$ cat config.mk
export PLATFORM = sky130hd
export DESIGN_NAME = uart_tx
export DESIGN_NICKNAME = d
export VERILOG_FILES = /design/src/rtl/uart_pkg.sv /design/src/rtl/uart_baud_ctr.sv /design/src/rtl/uart_tx.sv
export SDC_FILE = /design/constraint.sdc
export NUM_CORES = 1
export LEC_CHECK = 0
export CORE_ASPECT_RATIO = 1.1
export CORE_MARGIN = 2
export CORE_UTILIZATION = 40
export CTS_CLUSTER_DIAMETER = 120
export DETAILED_ROUTE_END_ITERATION = 10
export GPL_TIMING_DRIVEN = 0
export PLACE_DENSITY = 0.59
export SLEW_MARGIN = 10
export SYNTH_ARGS = -nofsm -noshare
export SYNTH_HDL_FRONTEND = slang
export SYNTH_SLANG_ARGS = --single-unit
$ cat constraint.sdc
create_clock -name i_clk -period 2.65 [get_ports i_clk]
set_input_delay 0.265 -clock i_clk [delete_from_list [all_inputs] [get_ports i_clk]]
set_output_delay 0.265 -clock i_clk [all_outputs]
set_load 0.02 [all_outputs]
$ cat src/rtl/uart_pkg.sv
// Shared UART definitions: state encoding, divisor width, data-bit count.
// Used by the transmitter now and by the receiver when it adopts it.
// No logic here beyond a small parity helper.
package uart_pkg;

  localparam int UART_DIV_W     = 12;
  localparam int UART_DATA_BITS = 8;

  typedef enum logic [2:0] {
    ST_IDLE   = 3'd0,
    ST_START  = 3'd1,
    ST_DATA   = 3'd2,
    ST_PARITY = 3'd3,
    ST_STOP   = 3'd4
  } uart_tx_state_t;

  // Even parity over one data word (XOR of all bits).
  function automatic logic even_parity(input logic [UART_DATA_BITS-1:0] d);
    return ^d;
  endfunction

endpackage

$ cat src/rtl/uart_baud_ctr.sv
// Bit-period counter: counts 0..n-1 and pulses tick on the last cycle of a bit.
// Latency: tick is combinational from the registered count.
// Backpressure: none; clr forces the count back to zero.
module uart_baud_ctr
  import uart_pkg::*;
(
  input  logic                  clk,
  input  logic                  rst_n,
  input  logic                  clr,
  input  logic [UART_DIV_W-1:0] n,
  output logic                  tick
);

  logic [UART_DIV_W-1:0] cnt;

  assign tick = (cnt == (n - {{(UART_DIV_W-1){1'b0}}, 1'b1}));

  // Free-running bit counter, wrapping at n-1, cleared on request.
  always_ff @(posedge clk) begin
    if (!rst_n) begin
      cnt <= '0;
    end else if (clr || tick) begin
      cnt <= '0;
    end else begin
      cnt <= cnt + {{(UART_DIV_W-1){1'b0}}, 1'b1};
    end
  end

endmodule

$ cat src/rtl/uart_tx.sv
// UART transmitter: one byte per valid/ready handshake, LSB-first 8N1 (8E1 with UART_TX_PARITY_EN).
// Latency: line drops to the start bit 1 cycle after the transfer edge; frame is 10N (11N) cycles.
// Backpressure: o_ready only in IDLE or the last stop-bit cycle, allowing gapless back-to-back frames.
module uart_tx
  import uart_pkg::*;
(
  input  logic                      i_clk,
  input  logic                      i_rst_n,
  input  logic [UART_DIV_W-1:0]     CLKTOBAUDRATE,
  input  logic                      i_valid,
  input  logic [UART_DATA_BITS-1:0] i_byte,
  output logic                      o_ready,
  output logic                      o_busy,
  output logic                      o_tx
);

  uart_tx_state_t            state, state_d;
  logic [UART_DATA_BITS-1:0] shift_q, shift_d;
  logic [2:0]                idx_q, idx_d;
  logic                      tx_q, tx_d;
  logic [UART_DIV_W-1:0]     n_q;
  logic                      tick;
  logic                      xfer;
  logic                      ctr_clr;

`ifdef UART_TX_PARITY_EN
  logic                      par_q;
`endif

  assign o_ready = (state == ST_IDLE) || ((state == ST_STOP) && tick);
  assign o_busy  = (state != ST_IDLE);
  assign o_tx    = tx_q;
  assign xfer    = i_valid && o_ready;
  // Hold the counter at zero while idle so every frame starts from a clean bit phase.
  assign ctr_clr = xfer || (state == ST_IDLE);

  uart_baud_ctr u_baud (
    .clk   (i_clk),
    .rst_n (i_rst_n),
    .clr   (ctr_clr),
    .n     (n_q),
    .tick  (tick)
  );

  // Next-state and next-line decode; the line value is registered so it only moves on bit boundaries.
  always_comb begin
    state_d = state;
    shift_d = shift_q;
    idx_d   = idx_q;
    tx_d    = tx_q;
    case (state)
      ST_IDLE: begin
        tx_d = 1'b1;
        if (xfer) begin
          state_d = ST_START;
          shift_d = i_byte;
          idx_d   = 3'd0;
          tx_d    = 1'b0;
        end
      end
      ST_START: begin
        if (tick) begin
          state_d = ST_DATA;
          tx_d    = shift_q[0];
        end
      end
      ST_DATA: begin
        if (tick) begin
          if (idx_q == 3'd7) begin
`ifdef UART_TX_PARITY_EN
            state_d = ST_PARITY;
            tx_d    = par_q;
`else
            state_d = ST_STOP;
            tx_d    = 1'b1;
`endif
          end else begin
            shift_d = shift_q >> 1;
            idx_d   = idx_q + 3'd1;
            tx_d    = shift_q[1];
          end
        end
      end
`ifdef UART_TX_PARITY_EN
      ST_PARITY: begin
        if (tick) begin
          state_d = ST_STOP;
          tx_d    = 1'b1;
        end
      end
`endif
      ST_STOP: begin
        if (tick) begin
          if (xfer) begin
            state_d = ST_START;
            shift_d = i_byte;
            idx_d   = 3'd0;
            tx_d    = 1'b0;
          end else begin
            state_d = ST_IDLE;
            tx_d    = 1'b1;
          end
        end
      end
      default: begin
        state_d = ST_IDLE;
        tx_d    = 1'b1;
      end
    endcase
  end

  // State, data shifter, bit index and line register.
  always_ff @(posedge i_clk) begin
    if (!i_rst_n) begin
      state   <= ST_IDLE;
      shift_q <= '0;
      idx_q   <= 3'd0;
      tx_q    <= 1'b1;
    end else begin
      state   <= state_d;
      shift_q <= shift_d;
      idx_q   <= idx_d;
      tx_q    <= tx_d;
    end
  end

  // Divisor is sampled only on a transfer so mid-frame changes cannot distort the frame.
  always_ff @(posedge i_clk) begin
    if (!i_rst_n) begin
      n_q <= 12'd2;
    end else if (xfer) begin
      n_q <= CLKTOBAUDRATE;
    end
  end

`ifdef UART_TX_PARITY_EN
  // Parity of the accepted byte, computed before the shifter consumes it.
  always_ff @(posedge i_clk) begin
    if (!i_rst_n) begin
      par_q <= 1'b0;
    end else if (xfer) begin
      par_q <= even_parity(i_byte);
    end
  end
`endif

endmodule

==> reports/metrics.csv, run 1 <==
metric,value,unit
status,"complete, but fails checks",
Post-synth EDFFs,0,
Worst Path Required,2.38,ns
number of max-cap violations,0,
GRT Residual Overflow,0,
Worst-path clk slew,0.08,ns
Final Max Slew Viols,0,
n_diodes,0,
die area,6350,um^2
mean post-synth cell area,8.61,um^2
DR vias/cell,5.08,
Slew @ Worst Pin,0.683,ns
Die X,76.1,um
Crit Path Class,reg2out,
Initial Util,0.419,
GPL Wtd Cong,0.798,
failing checks,setup timing,
Yosys cell types,53,
layout cells sized above 1,0.192,
fin nets,339,
clock buffer depth,2,
routed via count,1972,
synthesis-stage register bit count,39,
initial antenna violation count,0,
Num CTS Buffers,5,
DP Area,2650,um^2
Mapped Area,2290,um^2
Top-Level Pins,26,
post-detail-place hpwl,3.61,mm
Post-Place Setup Slack,-0.849,ns
"Period Utilization, post-route",1.15,
"antenna viol nets, final",0,
crit path cell chain,or4_4 -> or4_4 -> a21o_1 -> a2111oi_4 -> a31oi_4 -> nor3_4 -> buf_6,
"Non-Filler Cell Area, Final",2970,um^2
number of global-route vias before repair,1980,
power per cell area,455,nW/um^2
unrepaired setup endpoints after global routing,yes,
largest net degree at the start of global routing,13,
DRT Wirelength,5.16,mm
arrival time at the worst endpoint,2.77,ns
Leak Pwr,1.18,nW
Detailed Routing Iterations Pass 1,4,
Pwr Total,0.00135,W
Iteration-0 DRC Markers,69,
"most used cell, CP",or4_4,
CTS tree,built,
area grow syn2layout,29.5,%
Main synth FF type,dfxtp_1,
PortBufs,24,
Final Hold Fails,0,
Syn Nets,293,
cell count after synthesis,266,
CORE AREA,5470,um^2
CP max stage delay,0.55,ns
Worst path top cell family by delay,simple AND/OR/NAND/NOR gates,
clk_skew,0.00443,ns
Avg WL per Cell,13.3,um
Worst path slowest cell,or4_4,
Max VDD drop,0.234,mV
CP bufs+invs,1,
f_max,329,MHz
"most common cell after layout, fill and taps aside",nand2_1,
sequential-to-total area share from yosys stat,0.341,
Critical Path End Type,output port,
Setup crit start kind,flip-flop,
setup ws final,-0.389,ns
chip height,83.4,um
hold crit path type,in2reg,
fin crit period,3.04,ns
row count,28,
Clock Sinks,39,
Crit Path Max Fanout,3,
Post-synth ARST share,0,
most frequent cells in the layout,"50 x nand2_1, 33 x dfxtp_1, 23 x clkdlybuf4s50_1",
first-pass GRT wire length,9.05,mm
Post-route DRC,0,
yosys warns,0,
Tot GR Track Use,0.175,
# fillers,535,
worst-skew pair later-pin latency,0.29,ns
clock root buffer,clkbuf_8,
Slew headroom,0.540,
H-tree levels,2,
setup violators final,40,
==> synth_stat cells, types with 2 or more instances <==
| master | instances | area share |
|---|---|---|
| xor2_1 | 10 | 0.038 |
| a21o_1 | 2 | 0.0066 |
| ha_1 | 4 | 0.022 |
| nor2_1 | 20 | 0.033 |
| nor4bb_1 | 2 | 0.0087 |
| xnor2_1 | 12 | 0.046 |
| and3_1 | 5 | 0.014 |
| clkbuf_1 | 11 | 0.018 |
| mux2_2 | 7 | 0.034 |
| nand2b_1 | 6 | 0.016 |
| nor3b_1 | 2 | 0.0066 |
| nand3_1 | 10 | 0.022 |
| dfxtp_1 | 39 | 0.34 |
| or4_4 | 2 | 0.0098 |
| nor4_1 | 2 | 0.0055 |
| mux2i_1 | 22 | 0.096 |
| a211oi_1 | 2 | 0.0066 |
| a21oi_1 | 7 | 0.015 |
| a31oi_1 | 2 | 0.0055 |
| nand4_1 | 4 | 0.011 |
| inv_1 | 7 | 0.011 |
| o21ai_0 | 3 | 0.0066 |
| buf_6 | 2 | 0.0098 |
| nor3_1 | 5 | 0.011 |
| nand2_1 | 50 | 0.082 |
==> layer usage <==
metal  track usage  up-vias  share of wire
li1              -     1016              -
met1         0.214      917           0.46
met2         0.295       27           0.49
met3        0.0380       12          0.032
met4        0.0727        0          0.024
met5             0        -              0
==> what timing repair did <==
item / 4_1_cts / 5_1_grt
resized for setup: 28 / 8
pin swaps: 5 / 8
setup buffers: 13 / 4
setup endpoints to repair: 40 / 40
hold buffers: 0 / 0
cloned: 2 / 0
==> worst paths after layout <==
| check | from | slack, ns | end | cells after the start |
|---|---|---|---|---|
| setup / recovery | n_q[4] | -0.39 | o_ready | 7 |
| hold / removal | i_rst_n | 0.42 | u_baud.cnt[11] | 4 |
| setup reg to reg | n_q[4] | -0.35 | n_q[8] | 10 |
| hold reg to reg | shift_q[2] | 0.46 | shift_q[2] | 2 |
==> metrics by stage <==
step / hold WS [ns] / TNS [ns] / utilization / std cells
after floorplan: 0.400 / -0.555 / - / 266
after global placement: 0.446 / -15.35 / 0.485 / 365
after detailed placement: 0.451 / -14.63 / 0.485 / 365
after CTS: 0.430 / -6.86 / 0.541 / 387
after global routing: 0.467 / -13.76 / 0.543 / 388
final: 0.418 / -9.16 / 0.543 / 388
==> cell families after synthesis <==
group,share of synthesized area
fa+ha+maj,0.0219
compound gates,0.111
flops,0.341
simple gates,0.250
buf+inv,0.0503
xor+xnor,0.0945
mux,0.131
==> flip-flops by register name (all words and copies together), names as in the netlist <==
signal,count
idx_q,3
state,3
o_tx,1
shift_q,8
n_q,12
u_baud.cnt,12
==> layout make-up <==
type                       instances  area [um^2]  share of cell area
multi-input combinational        205         1470               0.497
sequential                        39          796               0.268
timing repair buffer              40          400               0.135
tap                               75         93.8              0.0316
buffer                            14         91.3              0.0308
clock buffer                       6         72.6              0.0245
inverter                           7         26.3             0.00886
clock inverter                     2         12.5             0.00422
==> power by group <==
part / total [W] / internal, W / switching [W]
logic: 0.000310 / 0.000167 / 0.000143
clock network: 0.000399 / 0.000184 / 0.000215
registers: 0.000641 / 0.000613 / 0.0000283
total: 0.00135 / 0.000963 / 0.000386
==> worst min-delay path, cell delays in order <==
cell,delay [ns]
clkbuf_1,0.15
nand3_2,0.11
buf_4,0.11
nor2_1,0.03
(Power assumes the default switching activity.)
==> run 2, diff against run 1 <==
HOLD_SLACK_MARGIN = 0.15   (was not set)
SETUP_SLACK_MARGIN = 0.05   (was not set)
==> reports/metrics.csv, run 2 (synthesis results as in run 1) <==
metric,value,unit
Top-Level Pins,26,
post-detail-place hpwl,3.65,mm
Top Registers,"n_q: 12 flops, u_baud.cnt: 12 flops, shift_q: 8 flops",
Clock Sinks,39,
power per cell area,456,nW/um^2
Crit Path Class,reg2out,
Layout Utilization,0.543,
Worst Path Required,2.38,ns
Initial Util,0.419,
area grow syn2layout,29.7,%
initial antenna violation count,0,
Post-CTS Hold Buffers,0,
"Non-Filler Cell Area, Final",2970,um^2
arrival time at the worst endpoint,2.69,ns
fin crit period,2.96,ns
Die X,76.1,um
GRT Residual Overflow,0,
max layer used,met4,
DRT Wirelength,5.06,mm
unrepaired setup endpoints after global routing,yes,
number of global-route vias before repair,1860,
reg2reg path depth,9,
"antenna viol nets, final",0,
Avg WL per Cell,13.1,um
Slew @ Worst Pin,0.757,ns
Crit Path Max Fanout,2,
Critical Path End Type,output port,
most frequent cells in the layout,"50 x nand2_1, 33 x dfxtp_1, 23 x clkdlybuf4s50_1",
clock buffer depth,2,
status,"complete, but fails checks",
Final Hold Fails,0,
Final Max Slew Viols,0,
PortBufs,24,
CTS tree,built,
Iteration-0 DRC Markers,93,
Routed met3 length,133,um
DR vias/cell,5.15,
"Period Utilization, post-route",1.12,
Met2 Wirelength,2.47,mm
worst-skew pair later-pin latency,0.29,ns
WL met1,2.37,mm
number of max-cap violations,0,
setup ws final,-0.306,ns
Setup crit start kind,flip-flop,
f_max,338,MHz
DP Area,2650,um^2
Hold Startpoint,i_rst_n,
reg2reg start,n_q[8],
first-pass GRT wire length,8.60,mm
chip height,83.4,um
Hold EP,u_baud.cnt[0],
Detailed Routing Iterations Pass 1,4,
"most common cell after layout, fill and taps aside",nand2_1,
hold crit path type,in2reg,
reg-to-reg endpoint,n_q[5],
failing checks,setup timing,
Leak Pwr,1.17,nW
Critical Path Start,n_q[8],
GPL Wtd Cong,0.789,
n_diodes,0,
clk_skew,0.00651,ns
Tot GR Track Use,0.167,
Worst-path clk slew,0.07,ns
worst hold path depth,4,
fin nets,337,
H-tree levels,2,
routed via count,1981,
Slew headroom,0.491,
layout cells sized above 1,0.190,
setup violators final,40,
die area,6350,um^2
Max VDD drop,0.274,mV
row count,28,
Post-route DRC,0,
r2r setup slk,-0.22,ns
clock root buffer,clkbuf_8,
largest net degree at the start of global routing,12,
Num CTS Buffers,5,
CORE AREA,5470,um^2
run 2: per-layer routing:
layer | track usage | vias up
met2 | 0.281 | 22
li1 | - | 1007
met3 | 0.0380 | 5
met4 | 0.0496 | 0
met1 | 0.212 | 947
met5 | 0 | -
run 2: worst max-delay path by stage:
stage | slack [ns] | to | cells after the start
final | -0.31 | o_ready | 7
after global routing | -0.40 | o_ready | 7
after CTS | -0.32 | o_ready | 7
after detailed placement | -0.87 | o_ready | 11
after global placement | -0.89 | o_ready | 11
after floorplan | -0.04 | n_q[8] | 8
run 2: final cells by class:
class | instances | area [um^2]
Fill cell | 549 | 2500
Multi-Input combinational cell | 205 | 1490
Sequential cell | 39 | 793
Timing Repair Buffer | 38 | 390
Tap cell | 75 | 93.8
Buffer | 14 | 91.3
Clock buffer | 6 | 82.6
Inverter | 7 | 26.3
Clock inverter | 1 | 5.00
run 2: power breakdown:
part           switching (W)  internal (W)
clock network       0.000200      0.000204
registers          0.0000289      0.000613
logic               0.000142      0.000165
total               0.000370      0.000983
run 2: per-stage QoR:
step                      instances  setup TNS (ns)  power, W  hold slack (ns)  setup slack [ns]
after floorplan                 266          -0.555  0.000838            0.400           -0.0369
after detailed placement        365          -14.39  0.000919            0.456            -0.866
after global routing            385          -10.11   0.00143            0.477            -0.398
final                           385           -6.18   0.00135            0.458            -0.306
after CTS                       385           -6.19   0.00137            0.459            -0.319
after global placement          365          -14.90  0.000917            0.446            -0.886
run 2: repair_timing:
item	CTS	global route
buffers inserted	10	2
setup endpoints to repair	40	40
hold endpoints to repair	0	0
pin swaps	7	4
resized for setup	28	10
gates cloned	3	0
run 2: critical path, cell delays in order (launching register included):
cell and delay [ns]:
dfxtp_4 0.35, or4_4 0.53, or4_1 0.47, a21o_1 0.19, a2111oi_4 0.41, a31oi_4 0.16, nor3_4 0.15, buf_6 0.14
